**config.mk**
```make
export PLATFORM = sky130hd
export DESIGN_NAME = qft_stream_engine_flat
export DESIGN_NICKNAME = d
export VERILOG_FILES = /design/src/rtl/qft_stream_engine_if.sv /design/src/rtl/qft_stream_engine.sv /design/src/flat_wrapper.sv
export SDC_FILE = /design/constraint.sdc
export NUM_CORES = 1
export LEC_CHECK = 0
export CELL_PAD_IN_SITES_DETAIL_PLACEMENT = 2
export CELL_PAD_IN_SITES_GLOBAL_PLACEMENT = 2
export CORE_MARGIN = 2
export CORE_UTILIZATION = 45
export CTS_BUF_LIST = sky130_fd_sc_hd__clkbuf_8 sky130_fd_sc_hd__clkbuf_16
export CTS_CLUSTER_DIAMETER = 150
export DETAILED_ROUTE_END_ITERATION = 10
export PLACE_DENSITY = 0.89
export SLEW_MARGIN = 20
export SYNTH_ARGS = -nofsm -noshare
export SYNTH_HDL_FRONTEND = slang
export SYNTH_SLANG_ARGS = --single-unit
```
**constraint.sdc**
```tcl
create_clock -name clk -period 14.4 [get_ports clk]
set_clock_uncertainty 0.15 [all_clocks]
set_input_delay 2.16 -clock clk [delete_from_list [all_inputs] [get_ports clk]]
set_output_delay 2.16 -clock clk [all_outputs]
set_load 0.01 [all_outputs]
```
**src/rtl/qft_stream_engine_if.sv**
```systemverilog
// rtl/qft_stream_engine_if.sv - sample, twiddle and result signals of the QFT stream engine
interface qft_stream_engine_if #(
    parameter int LOG2N  = 2,
    parameter int DATA_W = 8,
    parameter int COEF_W = 12,
    parameter int OUT_W  = DATA_W + LOG2N / 2 + 2
);
    logic                     in_valid;
    logic                     in_ready;
    logic signed [DATA_W-1:0] in_r;
    logic signed [DATA_W-1:0] in_i;
    logic                     inv;
    logic [LOG2N-1:0]         tw_idx;
    logic signed [COEF_W-1:0] tw_cos;
    logic signed [COEF_W-1:0] tw_sin;
    logic                     out_valid;
    logic                     out_ready;
    logic signed [OUT_W-1:0]  out_r;
    logic signed [OUT_W-1:0]  out_i;
    logic [LOG2N-1:0]         out_idx;
    logic                     frame_done;

    modport slave (
        input  in_valid, in_r, in_i, inv, tw_cos, tw_sin, out_ready,
        output in_ready, tw_idx, out_valid, out_r, out_i, out_idx, frame_done
    );

    modport master (
        output in_valid, in_r, in_i, inv, tw_cos, tw_sin, out_ready,
        input  in_ready, tw_idx, out_valid, out_r, out_i, out_idx, frame_done
    );
endinterface

```
**src/rtl/qft_stream_engine.sv**
```systemverilog
// rtl/qft_stream_engine.sv - sequential N-point QFT with one shared complex MAC
module qft_stream_engine #(
    parameter int LOG2N  = 2,
    parameter int DATA_W = 8,
    parameter int COEF_W = 12,
    parameter int FRAC   = 10,
    parameter int OUT_W  = DATA_W + LOG2N / 2 + 2
) (
    input  logic                 clk,
    input  logic                 rst,
    qft_stream_engine_if.slave   bus
);
    localparam int N     = 1 << LOG2N;
    localparam int P_W   = DATA_W + COEF_W + 1;
    localparam int ACC_W = P_W + LOG2N;
    localparam int SHIFT = FRAC + LOG2N / 2;
    localparam logic [LOG2N-1:0] LAST = LOG2N'(N - 1);

    typedef enum logic [1:0] {S_LOAD, S_CALC, S_OUT} state_t;

    state_t                   state_q, state_d;
    logic [LOG2N-1:0]         j_q, j_d, k_q, k_d;
    logic                     inv_q, inv_d;
    logic signed [ACC_W-1:0]  acc_r_q, acc_r_d, acc_i_q, acc_i_d;
    logic                     out_valid_q, out_valid_d;
    logic signed [OUT_W-1:0]  out_r_q, out_r_d, out_i_q, out_i_d;
    logic [LOG2N-1:0]         out_idx_q, out_idx_d;
    logic                     frame_done_q, frame_done_d;

    logic signed [DATA_W-1:0] buf_r [N];
    logic signed [DATA_W-1:0] buf_i [N];

    logic                     load_fire;
    logic signed [P_W-1:0]    a_x, b_x, c_x, s_x, prod_r, prod_i;
    logic signed [ACC_W-1:0]  sum_r, sum_i;

    assign bus.in_ready   = (state_q == S_LOAD) && !rst;
    assign load_fire      = bus.in_valid && bus.in_ready;
    assign bus.tw_idx     = (state_q == S_CALC) ? j_q * k_q : '0;
    assign bus.out_valid  = out_valid_q;
    assign bus.out_r      = out_r_q;
    assign bus.out_i      = out_i_q;
    assign bus.out_idx    = out_idx_q;
    assign bus.frame_done = frame_done_q;

    // Operands are widened before negation so that -(-full scale) of the sine stays exact.
    always_comb begin
        a_x    = P_W'(buf_r[j_q]);
        b_x    = P_W'(buf_i[j_q]);
        c_x    = P_W'(bus.tw_cos);
        s_x    = inv_q ? -P_W'(bus.tw_sin) : P_W'(bus.tw_sin);
        prod_r = a_x * c_x - b_x * s_x;
        prod_i = a_x * s_x + b_x * c_x;
        sum_r  = (j_q == '0) ? ACC_W'(prod_r) : acc_r_q + ACC_W'(prod_r);
        sum_i  = (j_q == '0) ? ACC_W'(prod_i) : acc_i_q + ACC_W'(prod_i);
    end

    always_comb begin
        state_d      = state_q;
        j_d          = j_q;
        k_d          = k_q;
        inv_d        = inv_q;
        acc_r_d      = acc_r_q;
        acc_i_d      = acc_i_q;
        out_valid_d  = out_valid_q;
        out_r_d      = out_r_q;
        out_i_d      = out_i_q;
        out_idx_d    = out_idx_q;
        frame_done_d = 1'b0;
        case (state_q)
            S_LOAD: begin
                if (load_fire) begin
                    if (j_q == '0) inv_d = bus.inv;
                    if (j_q == LAST) begin
                        state_d = S_CALC;
                        j_d     = '0;
                        k_d     = '0;
                    end else begin
                        j_d = j_q + 1'b1;
                    end
                end
            end
            S_CALC: begin
                acc_r_d = sum_r;
                acc_i_d = sum_i;
                if (j_q == LAST) begin
                    state_d     = S_OUT;
                    j_d         = '0;
                    out_valid_d = 1'b1;
                    out_r_d     = OUT_W'(sum_r >>> SHIFT);
                    out_i_d     = OUT_W'(sum_i >>> SHIFT);
                    out_idx_d   = k_q;
                end else begin
                    j_d = j_q + 1'b1;
                end
            end
            S_OUT: begin
                if (bus.out_ready) begin
                    out_valid_d = 1'b0;
                    j_d         = '0;
                    if (k_q == LAST) begin
                        frame_done_d = 1'b1;
                        k_d          = '0;
                        state_d      = S_LOAD;
                    end else begin
                        k_d     = k_q + 1'b1;
                        state_d = S_CALC;
                    end
                end
            end
            default: state_d = S_LOAD;
        endcase
    end

    always_ff @(posedge clk or posedge rst) begin
        if (rst) begin
            state_q      <= S_LOAD;
            j_q          <= '0;
            k_q          <= '0;
            inv_q        <= 1'b0;
            acc_r_q      <= '0;
            acc_i_q      <= '0;
            out_valid_q  <= 1'b0;
            out_r_q      <= '0;
            out_i_q      <= '0;
            out_idx_q    <= '0;
            frame_done_q <= 1'b0;
        end else begin
            state_q      <= state_d;
            j_q          <= j_d;
            k_q          <= k_d;
            inv_q        <= inv_d;
            acc_r_q      <= acc_r_d;
            acc_i_q      <= acc_i_d;
            out_valid_q  <= out_valid_d;
            out_r_q      <= out_r_d;
            out_i_q      <= out_i_d;
            out_idx_q    <= out_idx_d;
            frame_done_q <= frame_done_d;
        end
    end

    // Sample buffer is plain storage; a partial frame after reset is simply overwritten.
    always_ff @(posedge clk) begin
        if (load_fire) begin
            buf_r[j_q] <= bus.in_r;
            buf_i[j_q] <= bus.in_i;
        end
    end
endmodule

```
**src/flat_wrapper.sv**
```systemverilog
// flat-port wrapper written by rule: the top's interface ports become plain ports
module qft_stream_engine_flat 
#(
    parameter int LOG2N  = 2,
    parameter int DATA_W = 8,
    parameter int COEF_W = 12,
    parameter int FRAC   = 10,
    parameter int OUT_W  = DATA_W + LOG2N / 2 + 2
)
  (clk, rst, bus_in_valid, bus_in_r, bus_in_i, bus_inv, bus_tw_cos, bus_tw_sin, bus_out_ready, bus_in_ready, bus_tw_idx, bus_out_valid, bus_out_r, bus_out_i, bus_out_idx, bus_frame_done);
  qft_stream_engine_if #(.LOG2N(LOG2N), .DATA_W(DATA_W), .COEF_W(COEF_W), .OUT_W(OUT_W)) bus_i ();
  input  logic clk;
  input  logic rst;
  input wire logic [$bits(bus_i.in_valid)-1:0] bus_in_valid;
  input wire logic [$bits(bus_i.in_r)-1:0] bus_in_r;
  input wire logic [$bits(bus_i.in_i)-1:0] bus_in_i;
  input wire logic [$bits(bus_i.inv)-1:0] bus_inv;
  input wire logic [$bits(bus_i.tw_cos)-1:0] bus_tw_cos;
  input wire logic [$bits(bus_i.tw_sin)-1:0] bus_tw_sin;
  input wire logic [$bits(bus_i.out_ready)-1:0] bus_out_ready;
  output wire logic [$bits(bus_i.in_ready)-1:0] bus_in_ready;
  output wire logic [$bits(bus_i.tw_idx)-1:0] bus_tw_idx;
  output wire logic [$bits(bus_i.out_valid)-1:0] bus_out_valid;
  output wire logic [$bits(bus_i.out_r)-1:0] bus_out_r;
  output wire logic [$bits(bus_i.out_i)-1:0] bus_out_i;
  output wire logic [$bits(bus_i.out_idx)-1:0] bus_out_idx;
  output wire logic [$bits(bus_i.frame_done)-1:0] bus_frame_done;
  assign bus_i.in_valid = bus_in_valid;
  assign bus_i.in_r = bus_in_r;
  assign bus_i.in_i = bus_in_i;
  assign bus_i.inv = bus_inv;
  assign bus_i.tw_cos = bus_tw_cos;
  assign bus_i.tw_sin = bus_tw_sin;
  assign bus_i.out_ready = bus_out_ready;
  assign bus_in_ready = bus_i.in_ready;
  assign bus_tw_idx = bus_i.tw_idx;
  assign bus_out_valid = bus_i.out_valid;
  assign bus_out_r = bus_i.out_r;
  assign bus_out_i = bus_i.out_i;
  assign bus_out_idx = bus_i.out_idx;
  assign bus_frame_done = bus_i.frame_done;
  qft_stream_engine #(.LOG2N(LOG2N), .DATA_W(DATA_W), .COEF_W(COEF_W), .FRAC(FRAC), .OUT_W(OUT_W)) u_core (.clk(clk), .rst(rst), .bus(bus_i));
endmodule
```
=== Word level (Yosys, flattened, before mapping) ===
Memories as Yosys holds them, arrays and structs flattened.
Index checks and enable logic that the tools add are counted.

* Divide/modulo/power cells: 0
* Bitwise operators: 0
* Equal/unequal tests: 8
* Reduce and logical (&&, ||, !) cells: 14
* Add/subtract/negate cells: 7
* Order comparisons: 0
* Mux-type cells: 27
* Shifts and indexed selects: 0
* Multiply operators: 5

{| class="wikitable"
|+ Operator list
! kind !! count
|-
| 23-bit by 21-bit adder with 23-bit output || 2
|-
| 23-bit 2-to-1 mux || 2
|-
| 8-bit by 21-bit multiplier with 21-bit output || 2
|-
| 8-bit by 12-bit multiplier with 20-bit output || 2
|-
| 2-bit 2-to-1 mux || 12
|-
| 21-bit by 20-bit adder with 21-bit output || 1
|-
| 21-bit 2-to-1 mux || 1
|-
| 12-bit negator with 21-bit output || 1
|-
| 20-bit by 21-bit subtractor with 21-bit output || 1
|-
| 2-bit one-hot mux with 3 select lines || 2
|-
| 3-bit AND reduction || 3
|-
| 1-bit 2-to-1 mux || 8
|-
| 4-bit AND reduction || 2
|-
| 2-bit == test, second input constant || 3
|-
| 2-bit != test, second input constant || 3
|-
| 2-bit by 1-bit adder with 2-bit output, second input constant || 2
|-
| 2-bit logical NOT || 2
|-
| 2-bit one-hot mux with 2 select lines || 1
|-
| 2-bit nonzero test || 2
|-
| 3-bit nonzero test || 1
|-
| 2-bit by 1-bit == test with 1-bit output, second input constant || 1
|-
| 1-bit logical AND || 2
|-
| 2-bit by 2-bit multiplier with 2-bit output || 1
|-
| 2-bit by 1-bit != test with 1-bit output, second input constant || 1
|-
| 3 further kinds || 3
|}

* Bits in writable memories: 64
* Logic and storage cells: 74
* Memories: 2
* Bits in latches: 0
* Memory bits (read-only): 0
* Output and inout port bits: 29
* Bits in registers: 79
* Bits of input ports: 45

{| class="wikitable"
|+ Memory list
! memory !! words !! bits a word !! rd ports !! clocked after Yosys merged registers in !! wr ports !! RTL line !! RTL
|-
| u_core.buf_i || 4 || 8 || 1 || 0 || 1 || qft_stream_engine.sv:31 || <nowiki>logic signed [DATA_W-1:0] buf_i [N];</nowiki>
|-
| u_core.buf_r || 4 || 8 || 1 || 0 || 1 || qft_stream_engine.sv:30 || <nowiki>logic signed [DATA_W-1:0] buf_r [N];</nowiki>
|}

=== Logic depth before layout (Yosys ltp) ===
Gate-level depths: netlist of the first run.

* Depth in word-level cells: 6
* Depth in mapped cells: 38

=== Worst setup path before layout of the first run ===
OpenSTA, ideal clock, no wires.

* Path kind: input port to flip-flop
* Start: in bus_tw_sin[3]
* End: reg u_core.out_r_q[10], in the netlist u_core.bus.out_r[10]
* Arrival time: 10.112 ns
* Path slack: 4.009 ns
* Buffers on the path: 0
* Stages: 29
* Path through: or4_4 -> or3_4 -> o31ai_1 -> xor2_1 -> nor2_1 -> fa_1 -> inv_1 -> fa_1 -> fa_1 -> fa_1 -> fa_1 -> inv_1 -> fa_1 -> inv_1 -> ha_1 -> a21o_1 -> a21o_1 -> a21oi_1 -> o21bai_1 -> a221oi_1 -> o21ai_0 -> o41ai_2 -> xnor2_2 -> ha_1 -> a2111oi_0 -> a21oi_1 -> mux2i_1 -> xor2_1 -> o21ai_1

* Cells in the longest elaborated chain, start to end: 6

{| class="wikitable"
|+ Ends and longest elaborated chain
! element !! RTL line !! RTL
|-
| from (decl) || flat_wrapper.sv:19 || <nowiki>input wire logic [$bits(bus_i.tw_sin)-1:0] bus_tw_sin;</nowiki>
|-
| 12-bit negator with 21-bit output || qft_stream_engine.sv:51 || <nowiki>s_x = inv_q ? -P_W'(bus.tw_sin) : P_W'(bus.tw_sin);</nowiki>
|-
| 21-bit 2-to-1 mux (*) || qft_stream_engine.sv:51 ||
|-
| 8-bit by 21-bit multiplier with 21-bit output (*) || qft_stream_engine.sv:52 || <nowiki>prod_r = a_x * c_x - b_x * s_x;</nowiki>
|-
| 20-bit by 21-bit subtractor with 21-bit output (*) || qft_stream_engine.sv:52 ||
|-
| 23-bit by 21-bit adder with 23-bit output || qft_stream_engine.sv:54 || <nowiki>sum_r = (j_q == '0) ? ACC_W'(prod_r) : acc_r_q + ACC_W'(prod_r);</nowiki>
|-
| 23-bit 2-to-1 mux (*) || qft_stream_engine.sv:54 ||
|-
| to (signal assigned) || qft_stream_engine.sv:136 || <nowiki>out_r_q <= out_r_d;</nowiki>
|-
| to (decl) || qft_stream_engine.sv:26 || <nowiki>logic signed [OUT_W-1:0] out_r_q, out_r_d, out_i_q, out_i_d;</nowiki>
|}

Mark *: on every way between the ends. The rest lies on a longest branch, timed or not.
A chain may end at the register's enable or synchronous reset.

=== Worst setup path after layout of the first run ===
* Start: in bus_tw_sin[0]
* End: reg u_core.acc_i_q[19]

* Cells in the longest elaborated chain, start to end: 6

{| class="wikitable"
|+ Ends and longest elaborated chain
! element !! RTL line !! RTL
|-
| 12-bit negator with 21-bit output || qft_stream_engine.sv:51 ||
|-
| 21-bit 2-to-1 mux (*) || qft_stream_engine.sv:51 ||
|-
| 8-bit by 21-bit multiplier with 21-bit output (*) || qft_stream_engine.sv:53 || <nowiki>prod_i = a_x * s_x + b_x * c_x;</nowiki>
|-
| 21-bit by 20-bit adder with 21-bit output (*) || qft_stream_engine.sv:53 ||
|-
| 23-bit by 21-bit adder with 23-bit output || qft_stream_engine.sv:55 || <nowiki>sum_i = (j_q == '0) ? ACC_W'(prod_i) : acc_i_q + ACC_W'(prod_i);</nowiki>
|-
| 23-bit 2-to-1 mux (*) || qft_stream_engine.sv:55 ||
|-
| to (signal assigned) || qft_stream_engine.sv:134 || <nowiki>acc_i_q <= acc_i_d;</nowiki>
|-
| to (decl) || qft_stream_engine.sv:24 || <nowiki>logic signed [ACC_W-1:0] acc_r_q, acc_r_d, acc_i_q, acc_i_d;</nowiki>
|}

Marks and branches as above.

==> results of run 1 <==
[final timing paths]
kind | start | to
max | bus_tw_sin[0] | u_core.acc_i_q[19]$_DFFE_PP0P_
min | u_core.bus.out_r[1]$_DFFE_PP0P_ | u_core.bus.out_r[1]$_DFFE_PP0P_
max reg2reg | u_core.inv_q$_DFFE_PP0P_ | u_core.acc_i_q[19]$_DFFE_PP0P_
min reg2reg | u_core.bus.out_r[1]$_DFFE_PP0P_ | u_core.bus.out_r[1]$_DFFE_PP0P_
max in group asynchronous | rst | u_core.bus.out_r[10]$_DFFE_PP0P_
min in group asynchronous | rst | u_core.inv_q$_DFFE_PP0P_
[metal layers]
metal	routed length, um	vias to the layer above	GRT usage (%)	part of all wire [%]
li1	-	7880	-	-
met1	35000	10290	40.9	34
met2	52900	943	70.2	52
met3	5610	487	6.97	5.5
met4	8150	0	27.9	8.0
met5	0	-	0	0
[kinds of logic after synthesis]
logic type	count (synthesis)
and+or+nand+nor	735
buffers and inverters	611
adders and majority gates	600
AOI/OAI and AO/OA	288
DFF	141
xor gates and xnor gates	132
muxes	47
[cell usage after synthesis, types with 12 or more instances]
| cell | n | area [um2] |
|---|---|---|
| a21o_1 | 31 | 233 |
| a21oi_1 | 79 | 395 |
| and2_1 | 115 | 719 |
| clkbuf_1 | 76 | 285 |
| dfrtp_1 | 77 | 1930 |
| edfxtp_1 | 64 | 1920 |
| fa_1 | 415 | 8310 |
| ha_1 | 185 | 2310 |
| inv_1 | 519 | 1950 |
| mux2i_1 | 36 | 360 |
| nand2_1 | 292 | 1100 |
| nand2b_1 | 23 | 144 |
| nor2_1 | 233 | 875 |
| nor2b_1 | 19 | 119 |
| nor3_1 | 12 | 60.1 |
| o21a_1 | 18 | 135 |
| o21ai_0 | 91 | 455 |
| xnor2_1 | 90 | 788 |
| xor2_1 | 40 | 350 |
[cells in the final DEF, fill, tap and decap left out, drive strengths merged, types with 7 or more instances in the layout]
cell type	instances
clkdlybuf4s50	73
mux2i	36
dfrtp	77
ha	185
inv	525
and2	115
a21oi	79
nor2b	19
or2	7
xnor2	92
xor2	40
fa	415
a21o	31
clkbuf	17
a31oi	11
o21ai	100
nand2	292
nand2b	23
edfxtp	64
a211oi	8
nor2	233
buf	28
clkinv	8
o31ai	8
o21a	18
and3	9
nor3	12
[through the flow]
step,hold slack (ns),cell area (um2)
floorplan,0.306,23500
global placement,0.313,25000
detailed placement,0.331,25000
CTS,0.348,25700
global route,0.384,25700
finish,0.339,25700
[worst register-to-register path, delay by kind of cell (launching register included)]
family	cells	cell delay, ns
DFF	1	0.84
buffers and inverters	3	0.24
xor gates and xnor gates	3	1.28
adders and majority gates	8	4.21
and+or+nand+nor	7	2.07
AOI/OAI and AO/OA	7	1.97
[flip-flops by register name, summed over array words and instances (netlist names), 2 cells and up]
signal,flops
u_core.j_q,2
u_core.bus.out_r,11
u_core.buf_r,32
u_core.buf_i,32
u_core.bus.out_idx,2
u_core.state_q,2
u_core.bus.out_i,11
u_core.k_q,2
u_core.acc_r_q,22
u_core.acc_i_q,22
[final cells by class]
cell class                      instances  area (um2)  area share (%)
Multi-Input combinational cell       1802       17400            67.9
Sequential cell                       141        3850            15.0
Inverter                              521        1960            7.62
Timing Repair Buffer                  101         941            3.66
Tap cell                              680         851            3.31
Clock buffer                           17         425            1.66
Clock inverter                         15         223           0.867
Antenna cell                            1        2.50         0.00974
==> metrics, run 1 <==
outcome complete, no violations; clk sink count 141; synthesized area 23,500 um2; Total GRT Usage 39.0%; Relative slew margins 17.1%; via density per instance 5.98; hold crit path type flop to flop; synthesized-area fraction occupied by adder cells 45.1%; Seq cells post-synth 141; slowest CP cell clkdlybuf4s50_1; CTS tree built; slew of the pin with the lowest slew margin 1.24 ns; DRC 0; Synth Area in Simple Gates 14.0%; vias in the first global route 24.1k; initial cell density of the core 45.7%; period utilisation layout 93.0%; Final Hold Viols 0; antenna-violating nets left 0; mux share of post-synthesis cell area 2.34%; CTS resizes 0; initial antenna violation count 3; Port Buffers 73; EDFF count, synth 64; XOR/XNOR share of the synthesized area 4.97%; buffer and inverter count on the worst path 5; reg2reg setup slack 3.41 ns; Synth Area in Compound Gates 7.47%; root buffer cell clkbuf_16; Max Root-Sink Buffers 2; DRT iter0 DRCs 1,388; Core ar. 51,500 um2; Max Clk Rate 0.0747 GHz; max cap viols 0; global-route wire length before repair 153 mm; cts hold-fix bufs 0; H-Tree Depth 4; clk slew on worst S/H paths 0.07 ns; setup_tns 0 ns; # setup viols final 0; Crit path top cell by count fa_1; critical path depth 32; hold path cells 2; Rows 83; crit path DAT 13.50 ns; Tmin final 13.39 ns; CP top delay family adder cells; nets 3,229; Initial DRT Pass Iterations 5; Placed Cells 3,245; max incr delay on CP 0.83 ns; Setup crit start kind primary input; Final Util 49.9%; RSZ-0062 raised after global routing no; routed wire length 102 mm; largest net degree at the start of global routing 87; Post-Syn Nets 3,199; worst-path fanout max 10; Clock Latency Late Sink 0.49 ns; Synth Instances 2,554; total number of vias 19.6k; fillers 5,461; largest family of logic cells by synthesized area adder cells; worst path required time 14.51 ns; pre-CTS setup slack 1.27 ns; Final Slew Violations 0; Overflow after GRT 0; Syn Area/Cell 9.22 um2; Post-CTS Repair Setup Buffers 0; die area 54,200 um2; HPWL Detailed 75.7 mm; crit path kind primary input to flop; reg2reg path depth 28; Avg WL per Cell 31.0 um; Layout area overhead 9.07%; Distinct cells, synth 58; Post-Layout Cell Count 3,278; Chip Height 233 um; Die Wd 233 um; register area share after synthesis 16.3%; # IOs 74; dominant register cell in the synthesized netlist dfrtp_1; RePlAce Congestion 0.923; proportion of layout cells with a drive suffix above 1 3.81%; Ys Warns 0; Worst setup EP type flop; final setup margin 1.01 ns; Num CTS Buffers 17; asr flop ratio synth 54.6%
Power of run 1 is left out: the tool's default activity adds up to more than one toggle a clock period on the data nets, which glitch-free logic cannot reach.
==> inputs of run 2 (changes only) <==
--- a/config.mk
+++ b/config.mk
@@ -9,7 +9,7 @@
 export CELL_PAD_IN_SITES_GLOBAL_PLACEMENT = 2
 export CORE_MARGIN = 2
 export CORE_UTILIZATION = 45
-export CTS_BUF_LIST = sky130_fd_sc_hd__clkbuf_8 sky130_fd_sc_hd__clkbuf_16
+export CTS_BUF_LIST = sky130_fd_sc_hd__clkbuf_4 sky130_fd_sc_hd__clkbuf_8 sky130_fd_sc_hd__clkbuf_16
 export CTS_CLUSTER_DIAMETER = 150
 export DETAILED_ROUTE_END_ITERATION = 10
 export PLACE_DENSITY = 0.89
==> results of run 2 <==
Same layout as run 1: the final DEF is identical, and so are final timing and power.
Power of run 2 is left out for the same reason.
